==> src/rtl/irq_controller.sv <==
// irq_controller: synchronises and edge-detects external request lines,
// latches them as pending, masks and prioritises them, and hands one request
// at a time to the CPU over the int_out/intack handshake. Once the CPU has
// acknowledged a request, no further request is presented until software
// writes EOI.
module irq_controller #(
  parameter int          NUM_SRC  = 4,
  parameter logic [11:0] VEC_BASE = 12'hBBB
) (
  input  logic               clk,
  input  logic               rst_n,
  input  logic [NUM_SRC-1:0] irq_in,
  output logic [2:0]         int_out,
  input  logic               intack,
  output logic [15:0]        vec_out,
  output logic               vec_oe,
  input  logic               cfg_we,
  input  logic [1:0]         cfg_addr,
  input  logic [3:0]         cfg_wdata,
  output logic [3:0]         cfg_rdata
);

  typedef enum logic [1:0] {
    IDLE      = 2'd0,
    REQ       = 2'd1,
    INSERVICE = 2'd2
  } state_t;

  localparam logic [1:0] ADDR_MASK    = 2'd0;
  localparam logic [1:0] ADDR_PENDING = 2'd1;
  localparam logic [1:0] ADDR_EOI     = 2'd2;
  localparam logic [1:0] ADDR_STATUS  = 2'd3;

  state_t               state, next_state;
  logic [NUM_SRC-1:0]   sync1, sync2, prev;
  logic [NUM_SRC-1:0]   pending, mask;
  logic [NUM_SRC-1:0]   rise, avail, w1c_clr, ack_clr;
  logic [1:0]           id, pick_id, in_service_id;
  logic [15:0]          vec_reg;
  logic [11:0]          vec_lo;
  logic                 live, ack, eoi_wr;

  // Two-flop synchroniser plus a previous-value flop for edge detection.
  // NOTE: sequential state uses non-blocking assignments so every flop samples
  // the pre-edge value of its neighbours, exactly like the real hardware.
  always_ff @(posedge clk or negedge rst_n) begin
    if (!rst_n) begin
      sync1 <= '0;
      sync2 <= '0;
      prev  <= '0;
    end else begin
      sync1 <= irq_in;
      sync2 <= sync1;
      prev  <= sync2;
    end
  end

  assign rise    = sync2 & ~prev;
  assign avail   = pending & mask;
  assign live    = pending[id] & mask[id];
  assign ack     = (state == REQ) && intack;
  assign eoi_wr  = cfg_we && (cfg_addr == ADDR_EOI);
  assign w1c_clr = (cfg_we && (cfg_addr == ADDR_PENDING)) ? cfg_wdata[NUM_SRC-1:0] : '0;
  assign ack_clr = ack ? (NUM_SRC'(1) << id) : '0;
  assign vec_lo  = VEC_BASE + 12'(pick_id);

  // Lowest-index pending and unmasked source wins.
  always_comb begin
    pick_id = 2'd0;
    for (int i = NUM_SRC - 1; i >= 0; i--) begin
      if (avail[i]) pick_id = i[1:0];
    end
  end

  // Pending bits: a fresh edge beats any clear landing in the same cycle.
  // NOTE: the reset branch puts every flop in a known state asynchronously,
  // so a reset mid-handshake cannot leave a stale request behind.
  always_ff @(posedge clk or negedge rst_n) begin
    if (!rst_n) pending <= '0;
    else        pending <= (pending & ~(w1c_clr | ack_clr)) | rise;
  end

  // Mask register.
  always_ff @(posedge clk or negedge rst_n) begin
    if (!rst_n)                                mask <= '0;
    else if (cfg_we && cfg_addr == ADDR_MASK)  mask <= cfg_wdata[NUM_SRC-1:0];
  end

  // FSM state register.
  always_ff @(posedge clk or negedge rst_n) begin
    if (!rst_n) state <= IDLE;
    else        state <= next_state;
  end

  // Presented id and its vector are frozen on entry to REQ; the id is
  // remembered as in-service when the CPU acknowledges.
  always_ff @(posedge clk or negedge rst_n) begin
    if (!rst_n) begin
      id            <= 2'd0;
      vec_reg       <= 16'h0000;
      in_service_id <= 2'd0;
    end else begin
      if (state == IDLE && |avail) begin
        id      <= pick_id;
        vec_reg <= {4'h0, vec_lo};
      end
      if (ack) in_service_id <= id;
    end
  end

  // Next-state logic; an acknowledge takes precedence over a withdraw.
  // NOTE: next_state is defaulted before the case so no path leaves it
  // unassigned, which would otherwise infer a latch.
  always_comb begin
    next_state = state;
    case (state)
      IDLE:      if (|avail) next_state = REQ;
      REQ: begin
        if (intack)     next_state = INSERVICE;
        else if (!live) next_state = IDLE;
      end
      INSERVICE: if (eoi_wr) next_state = IDLE;
      default:   next_state = IDLE;
    endcase
  end

  // CPU-facing outputs: request only while in REQ, vector bus only during ack.
  always_comb begin
    int_out = (state == REQ) ? {1'b1, id} : 3'b000;
    vec_oe  = ack;
    vec_out = vec_reg;
  end

  // Register read mux, purely combinational from cfg_addr.
  always_comb begin
    cfg_rdata = 4'h0;
    case (cfg_addr)
      ADDR_MASK:    cfg_rdata = 4'(mask);
      ADDR_PENDING: cfg_rdata = 4'(pending);
      ADDR_EOI:     cfg_rdata = {1'b0, state == INSERVICE, in_service_id};
      ADDR_STATUS:  cfg_rdata = {state, 2'b00};
      default:      cfg_rdata = 4'h0;
    endcase
  end

endmodule

==> config.mk <==
export PLATFORM = sky130hd
export DESIGN_NAME = irq_controller
export DESIGN_NICKNAME = d
export VERILOG_FILES = /design/src/rtl/irq_controller.sv
export SDC_FILE = /design/constraint.sdc
export NUM_CORES = 1
export LEC_CHECK = 0
export BUFFER_PORTS_ARGS = -buffer_cell sky130_fd_sc_hd__buf_2
export CAP_MARGIN = 15
export CORE_ASPECT_RATIO = 0.8
export CORE_UTILIZATION = 45
export CTS_BUF_LIST = sky130_fd_sc_hd__clkbuf_2
export DETAILED_ROUTE_END_ITERATION = 12
export PLACE_DENSITY_LB_ADDON = 0.1
export SYNTH_ARGS = -nofsm -noshare
export SYNTH_HDL_FRONTEND = slang
export SYNTH_SLANG_ARGS = --single-unit
export TNS_END_PERCENT = 100
==> constraint.sdc <==
create_clock -name clk -period 2.7 [get_ports clk]
set_input_delay 0.54 -clock clk [delete_from_list [all_inputs] [get_ports clk]]
set_output_delay 0.54 -clock clk [all_outputs]
set_load 0.02 [all_outputs]
==> results.cfg, run 1 <==
[finish]
layoutNonFillerInstCount = 183
n_antenna_cell = 0
seq_area_um2 = 751
utilization_pct = 55.9
drive_gt1_share_pct = 33.8
final_cell_area_mm2 = 0.00158
fill_cells = 255
nNetsFinal = 158
area_delta_synth_final_pct = 15.0
multiInputGateArea_um2 = 518

[floorplanning]
start_util_pct = 48.7
die_height_um = 51.5
die_area_mm2 = 0.00329
rows = 17
io_pins = 38
die_w_um = 63.8
core_area_mm2 = 0.00283

[route]
dr.pass1.iters = 4
routed_wl_um = 2510
antenna_left = 0
via_per_inst = 5.22
routedWlPerCell_um = 13.7
route.detailed.drc = 0
drt_iter0_drc = 39
vias = 956

[timing]
setup_ws_ns = 0.525
final_max_slew_viol_count = 0
tns_ns = 0
tightest_slew_ns = 0.632
max_freq_ghz = 0.460
fin_crit_sh_pct = 80.6
setup_viol = 0
final.setup_skew_ns = 0.00296
period_needed_ns = 2.18
rsz0062_at_grt = no
whs_ns = 0.165
relSlewSlack_pct = 57.8
hold_viol = 0

[status]
status = finished, final reports clean

[synthesis]
avgSynthCellArea_um2 = 11.9
synth-seq-area-share_pct = 54.5
yosys.area_share.simple_pct = 13.4
syn_area_mm2 = 0.00138
synthXorXnorAreaFrac_pct = 0
ys_types = 36
synth-compound-area-share_pct = 13.1
yosysWarnings = 0
muxShareOfSynthArea_pct = 9.55
synthCells = 116
synth-seq-cells = 30
synth_top_family_by_area = simple AND/OR/NAND/NOR gates
synthAdderAreaFrac_pct = 0

[power]
power_density_mw_per_mm2 = 1010
finalPower_mw = 1.60
max-vdd-ir-drop_mv = 0.401
leakagePower_nw = 0.748

[cts]
clock-root-buffer = clkbuf_2
postCtsSetupBuffers = 0
clock_path_buffers = 2
cts_tree = done
ctsResizeCount = 0
clkTransAtPathRegs_ns = 0.15
cts_hold_buf = 0
clkSinkCount = 30
clock_latency_ns = 0.36
cts_buffers = 5
htree_levels = 2

[worst_setup_path]
critPathArrivalTime_ns = 1.64
cp_max_fo = 7
cp-start-kind = flop
rrSetupSlack_ns = 1.32
reg2reg_depth = 3
r2r_end = pending[0]
worstSetupEndpointType = primary output
path_class = flop to primary output
reg2reg_from = state[1]
cp_data_required_time_ns = 2.16

[global_routing]
first_global_vias = 876
track_usage_pct = 17.9
grt_max_degree = 31
grt_pass1_wl_um = 4190
gr-total-overflow = 0
antenna_found_initial = 0

[min_path]
hold_path_class = primary input to async pin

[place]
pre_cts_slack_ns = 0.740
numPortBuffers = 31
gp_routability_congestion = 0.814
dp_hpwl_um = 1830
placed_cells = 175
place_area_mm2 = 0.00149

[run]
maxCapViolations = 0
## worst max path at each step
stage / start / to / slack (ns)
2_1_floorplan: cfg_addr[0] / cfg_rdata[0] / 0.84
3_3_place_gp: cfg_addr[1] / cfg_rdata[2] / 0.75
3_5_place_dp: cfg_addr[1] / cfg_rdata[2] / 0.74
4_1_cts: state[1] / cfg_rdata[2] / 0.51
5_1_grt: state[1] / cfg_rdata[2] / 0.45
6_report: state[1] / cfg_rdata[2] / 0.52
## layout by cell type (no fill, tap or decap)
cell       synthesis  final
o2bb2ai_2          1      1
o211ai_1           1      1
and2b_1            1      1
a221oi_1           1      1
clkbuf_2           0      5
o22a_2             1      1
buf_2              2     31
a21o_1             3      3
a32o_1             3      3
clkinv_1           0      1
mux2_2             5      5
o21ai_0            5      5
a22oi_1            2      2
nor3b_4            1      1
nand2b_1           1      1
nor2_1             2      2
nand4b_1           3      3
nand3b_1           1      1
nand4_1            2      2
bufinv_16          0      2
inv_1              6      6
a22o_1             1      1
dfrtp_1           30     30
and2_1             2      2
mux2i_1            3      3
mux4_2             2      2
and3b_1            1      1
nand3_1            2      2
nand2_1           11     11
o21ba_1            1      1
nor2b_1            2      2
conb_1             1      6
a21oi_1            2      2
o311ai_0           1      1
or2_1              1      1
nand2_2            1      1
a2bb2oi_1          1      1
## registers in the layout (all words and copies together), names as in the netlist
name,cells
mask,4
pending,4
prev,4
sync1,4
sync2,4
vec_out,4
id,2
in_service_id,2
state,2
## cell families after synthesis
logic type	count (synthesis)
AND/OR/NAND/NOR	31
buffers and inverters	21
flip-flops	30
other	1
AO/OA/AOI/OAI	23
multiplexers	10
## power by group
part	switching (mW)	internal [mW]
logic	0.285	0.235
registers	0.118	0.555
clock network	0.158	0.247
## layer usage
| layer | vias to the layer above | track usage, % | share of wire (%) |
|---|---|---|---|
| li1 | 451 | - | - |
| met1 | 462 | 23.4 | 49 |
| met2 | 36 | 27.0 | 44 |
| met3 | 7 | 5.58 | 5.9 |
| met4 | 0 | 9.09 | 1.5 |
| met5 | - | 0 | 0 |
## synthesized netlist by cell type
master,count,area share [%]
nand2_2,1,0.45
o21ai_0,5,1.8
nand4_1,2,0.91
nor3b_4,1,1.4
nor2_1,2,0.55
buf_4,12,6.5
inv_1,6,1.6
buf_2,2,0.73
nand2_1,11,3.0
nand3_1,2,0.73
o311ai_0,1,0.64
a21o_1,3,1.6
mux2i_1,3,2.2
a2bb2oi_1,1,0.64
and2_1,2,0.91
a221oi_1,1,0.64
conb_1,1,0.27
nand3b_1,1,0.55
nor2b_1,2,0.91
o211ai_1,1,0.55
a21oi_1,2,0.73
nand4b_1,3,1.9
a32o_1,3,2.2
o22a_2,1,0.73
and3b_1,1,0.64
o21ba_1,1,0.73
nand2b_1,1,0.45
and2b_1,1,0.55
or2_1,1,0.45
a22oi_1,2,1.1
dfrtp_1,30,55
o2bb2ai_2,1,1.1
mux4_2,2,3.3
a22o_1,1,0.64
clkbuf_1,1,0.27
mux2_2,5,4.1
## area by class of cell
type                       count  share of cell area [%]
clock buffer                   5                    1.58
clock inverter                 3                    4.03
inverter                       6                    1.42
multi-input combinational     70                    32.7
sequential                    30                    47.4
tap                           38                    3.00
timing repair buffer          31                    9.80
## critical path, stage by stage (launching register included)
cell	delay [ns]
dfrtp_1	0.47
nor2b_1	0.17
mux4_2	0.45
buf_2	0.17
Power figures use the tool's default switching activity.
==> run 2: changes to the inputs <==
==> constraint.sdc (replaced) <==
create_clock -name clk -period 2.2 [get_ports clk]
set_input_delay 0.44 -clock clk [delete_from_list [all_inputs] [get_ports clk]]
set_output_delay 0.44 -clock clk [all_outputs]
set_load 0.02 [all_outputs]
==> results.cfg, run 2 (synthesized netlist as in run 1, its figures left out) <==
[status]
status = finished, final reports clean

[timing]
setup_viol = 0
tns_ns = 0
tightest_slew_ns = 0.630
whs_ns = 0.0668
relSlewSlack_pct = 58.0
max_freq_ghz = 0.491
rsz0062_at_grt = no
setup_ws_ns = 0.164
period_needed_ns = 2.04
hold_viol = 0
fin_crit_sh_pct = 92.6
final.setup_skew_ns = 0.00899
final_max_slew_viol_count = 0

[power]
max-vdd-ir-drop_mv = 0.497
p_sw_mw = 0.682
p_seq_share_pct = 47.7
power.share.switching_pct = 39.6
p_comb_share_pct = 37.0
p_int_mw = 1.04
clockPowerShare_pct = 15.3
leakagePower_nw = 0.724
power_density_mw_per_mm2 = 1120
finalPower_mw = 1.72

[run]
maxCapViolations = 0

[place]
pre_cts_slack_ns = 0.448
gp_routability_congestion = 0.786
dp_hpwl_um = 1760
placed_cells = 175
numPortBuffers = 31

[cts]
htree_levels = 2
ctsResizeCount = 0
clkSinkCount = 30
postCtsSetupBuffers = 0
clkTransAtPathRegs_ns = 0.16
clock_path_buffers = 2
clock_latency_ns = 0.36
clock-root-buffer = clkbuf_2
cts_buffers = 5
cts_hold_buf = 0
cts_tree = done

[route]
drt_iter0_drc = 58
vias = 950
routedWlPerCell_um = 13.2
via_per_inst = 5.19
antenna_left = 0
route.detailed.drc = 0
dr.pass1.iters = 4
routed_wl_um = 2410

[finish]
layout_commonest_cell = buf_2
area_delta_synth_final_pct = 11.5
nNetsFinal = 158
fill_cells = 264
layout_common_cells = buf_2 (31), dfrtp_1 (30), nand2_1 (11)
n_antenna_cell = 0
drive_gt1_share_pct = 33.8
layoutNonFillerInstCount = 183

[floorplanning]
rows = 17
die_area_mm2 = 0.00329
core_area_mm2 = 0.00283
die_height_um = 51.5
io_pins = 38
die_w_um = 63.8
start_util_pct = 48.7

[global_routing]
gr-total-overflow = 0
grt_max_degree = 31
first_global_vias = 859
antenna_found_initial = 0
grt_pass1_wl_um = 4060
track_usage_pct = 17.4

[min_path]
hold_path_class = primary input to async pin

[worst_setup_path]
path_class = flop to primary output
cp_data_required_time_ns = 1.76
worstSetupEndpointType = primary output
cp_max_fo = 7
critPathArrivalTime_ns = 1.60
cp-start-kind = flop
-- run 2: cell count changes in the layout (fill, tap and decap cells not counted) --
| cell | delta |
|---|---|
| clkinv_2 | +1 |
| clkinvlp_4 | +1 |
| bufinv_16 | -2 |
-- run 2: layout make-up --
| cell class | instances | area [um^2] | share of cell area, % |
|---|---|---|---|
| repair buffers | 31 | 155 | 10.1 |
| inverters | 6 | 22.5 | 1.47 |
| well taps | 38 | 47.5 | 3.10 |
| clock inverters | 3 | 16.3 | 1.06 |
| clock buffers | 5 | 25.0 | 1.63 |
| flip-flops and latches | 30 | 751 | 48.9 |
| multi-input cells | 70 | 518 | 33.7 |
-- run 2: routing by layer --
metal  share of wire (%)  routed length, um  global-route usage [%]  vias up
met3                 6.2                150                    4.91        8
met5                   0                  0                       0        -
met2                  42               1010                    23.4       40
li1                    -                  -                       -      453
met4                 1.9                 46                    10.2        0
met1                  50               1200                    24.6      449
-- run 2: worst max-delay path: stages (launching register included) --
cell,delay (ns)
dfrtp_1,0.47
nor2b_1,0.17
mux4_2,0.44
buf_2,0.17
-- run 2: path summary, 6_finish.rpt --
check / from / endpoint / slack, ns / cells after the start
setup / recovery: state[1] / cfg_rdata[2] / 0.16 / 3
hold / removal: rst_n / vec_out[9] / 0.07 / 1
setup reg to reg: state[1] / pending[0] / 0.86 / 3
hold reg to reg: sync1[2] / sync2[2] / 0.37 / 0
max in group asynchronous: rst_n / prev[2] / 1.72 / 1
min in group clk: irq_in[1] / sync1[1] / 0.17 / 1
-- run 2: metrics by stage --
step	cell area (um^2)	utilization [%]
2_1_floorplan	1400	-
3_3_place_gp	1490	52.8
3_5_place_dp	1490	52.8
4_1_cts	1540	54.3
5_1_grt	1540	54.3
6_report	1540	54.3
-- run 2: power by group through the flow --
stage                     clock network, mW  logic, mW  registers, mW
after floorplan                           0      0.462          0.825
after global placement                    0      0.634          0.829
after detailed placement                  0      0.638          0.835
after CTS                             0.277      0.641          0.823
after global routing                  0.304      0.701          0.847
final                                 0.264      0.638          0.822
==> run 3: changes to the inputs <==
--- a/config.mk
+++ b/config.mk
@@ -5,6 +5,7 @@
 export SDC_FILE = /design/constraint.sdc
 export NUM_CORES = 1
 export LEC_CHECK = 0
+export ABC_AREA = 1
 export BUFFER_PORTS_ARGS = -buffer_cell sky130_fd_sc_hd__buf_2
 export CAP_MARGIN = 15
 export CORE_ASPECT_RATIO = 0.8
==> results.cfg, run 3 <==
[finish]
utilization_pct = 54.3
fill_cells = 272
multiInputGateArea_um2 = 458
nNetsFinal = 200
layout_common_cells = nand2_1 (41), buf_2 (31), dfrtp_1 (30)
n_antenna_cell = 0
layout_commonest_cell = nand2_1
seq_area_um2 = 751
area_delta_synth_final_pct = 12.2
drive_gt1_share_pct = 24.2

[worst_setup_path]
crit_chain = inv_1, nand2_1, nor2_4, buf_2
cp_max_fo = 6
cp-start-kind = flop
worstSetupEndpointType = primary output
cp_data_required_time_ns = 1.76
path_delay_family = flip-flops
max_stage_delay_ns = 0.43
critPathSlowestCell = dfrtp_1
critPathArrivalTime_ns = 1.42
path_class = flop to primary output
crit_buf_inv = 2

[synthesis]
synth_top_area_share_pct = 55.2
synth_common_cells = nand2_1 (41), dfrtp_1 (30), inv_1 (19), nand3_1 (15), buf_4 (12)
syn_area_mm2 = 0.00136
synth_ff_type = dfrtp_1
synth-edff-count = 0
avgSynthCellArea_um2 = 8.77
yosysMostFrequentCell = nand2_1
ys_types = 20
synth-seq-area-share_pct = 55.2
async_flop_share_pct = 100
synth-seq-cells = 30
synthCells = 155
yosysTopAreaCell = dfrtp_1
synth_area_leaders = dfrtp_1 (55%), nand2_1 (11%), buf_4 (6.6%)
yosysWarnings = 0

[route]
route.detailed.drc = 0
antenna_left = 0
vias = 1075
drt_iter0_drc = 34
routedWlPerCell_um = 11.4
via_per_inst = 4.80
dr.pass1.iters = 4
routed_wl_um = 2560

[floorplanning]
die_w_um = 63.4
die_height_um = 51.2
core_area_mm2 = 0.00281
rows = 17
io_pins = 38
start_util_pct = 48.4
die_area_mm2 = 0.00324

[timing]
relSlewSlack_pct = 56.8
setup_viol = 0
fin_crit_sh_pct = 84.5
setup_ws_ns = 0.340
tightest_slew_ns = 0.648
period_needed_ns = 1.86
tns_ns = 0
hold_viol = 0
whs_ns = 0.0911
final.setup_skew_ns = 0.0135
rsz0062_at_grt = no
max_freq_ghz = 0.538
final_max_slew_viol_count = 0

[power]
max-vdd-ir-drop_mv = 0.428
leakagePower_nw = 0.817
power_density_mw_per_mm2 = 1060

[cts]
cts_buffers = 5
htree_levels = 2
clkTransAtPathRegs_ns = 0.16
clock_path_buffers = 2
cts_tree = done
ctsResizeCount = 0
postCtsSetupBuffers = 0
clock_latency_ns = 0.35
clock-root-buffer = clkbuf_2
clkSinkCount = 30
cts_hold_buf = 0

[place]
dp_hpwl_um = 1950
pre_cts_slack_ns = 0.525
gp_routability_congestion = 0.822
numPortBuffers = 31

[global_routing]
grt_max_degree = 31
antenna_found_initial = 0
first_global_vias = 1023
grt_pass1_wl_um = 4310
gr-total-overflow = 0
track_usage_pct = 18.1

[run]
maxCapViolations = 0

[status]
status = finished, final reports clean

[min_path]
hold_path_class = primary input to async pin
run 3: cell types whose count changed after synthesis, sizes merged, moves of 4 or more:
cell	change
nand2	+33
inv	+14
nand3	+13
nor2	+9
mux2	-5
o21ai	+4
run 3: where the power goes:
| part | switching (mW) | internal (mW) |
|---|---|---|
| Combinational | 0.410 | 0.195 |
| Clock | 0.183 | 0.0688 |
| Sequential | 0.0885 | 0.674 |
run 3: kinds of logic after synthesis:
kind of cell	after synthesis	synth area share, %
compound gates	17	8.01
buf+inv	33	12.4
flops	30	55.2
other cells	1	0.276
simple gates	74	24.0
run 3: final timing paths:
| check | endpoint | slack, ns | start | cells past startpoint |
|---|---|---|---|---|
| setup / recovery | vec_oe | 0.34 | state[1] | 4 |
| hold / removal | in_service_id[1] | 0.09 | rst_n | 1 |
| setup reg to reg | pending[3] | 0.92 | state[1] | 6 |
| hold reg to reg | sync2[1] | 0.37 | sync1[1] | 0 |
| max in group asynchronous | pending[3] | 1.69 | rst_n | 1 |
| min in group clk | sync1[2] | 0.18 | irq_in[2] | 1 |
run 3: area by class of cell:
type,instances,area share [%]
clock buffers,5,1.64
clock inverters,2,0.656
inverters,21,5.17
multi-input cells,97,30.0
flip-flops and latches,30,49.2
well taps,38,3.12
repair buffers,31,10.2
run 3: routing by layer:
metal | part of all wire, % | vias to the layer above | routed length [um] | global-route usage [%]
met3 | 6.2 | 8 | 160 | 4.91
met4 | 2.0 | 0 | 52 | 10.6
li1 | - | 533 | - | -
met5 | 0 | - | 0 | 0
met2 | 45 | 40 | 1140 | 27.8
met1 | 47 | 494 | 1210 | 23.0
run 3: stage by stage:
step                      total power, mW  cells  instance area (um^2)
final                                1.62    224                  1530
after global routing                 1.74    224                  1530
after CTS                            1.63    224                  1530
after detailed placement             1.38    217                  1490
after global placement               1.37    217                  1490
after floorplan                      1.20    160                  1380
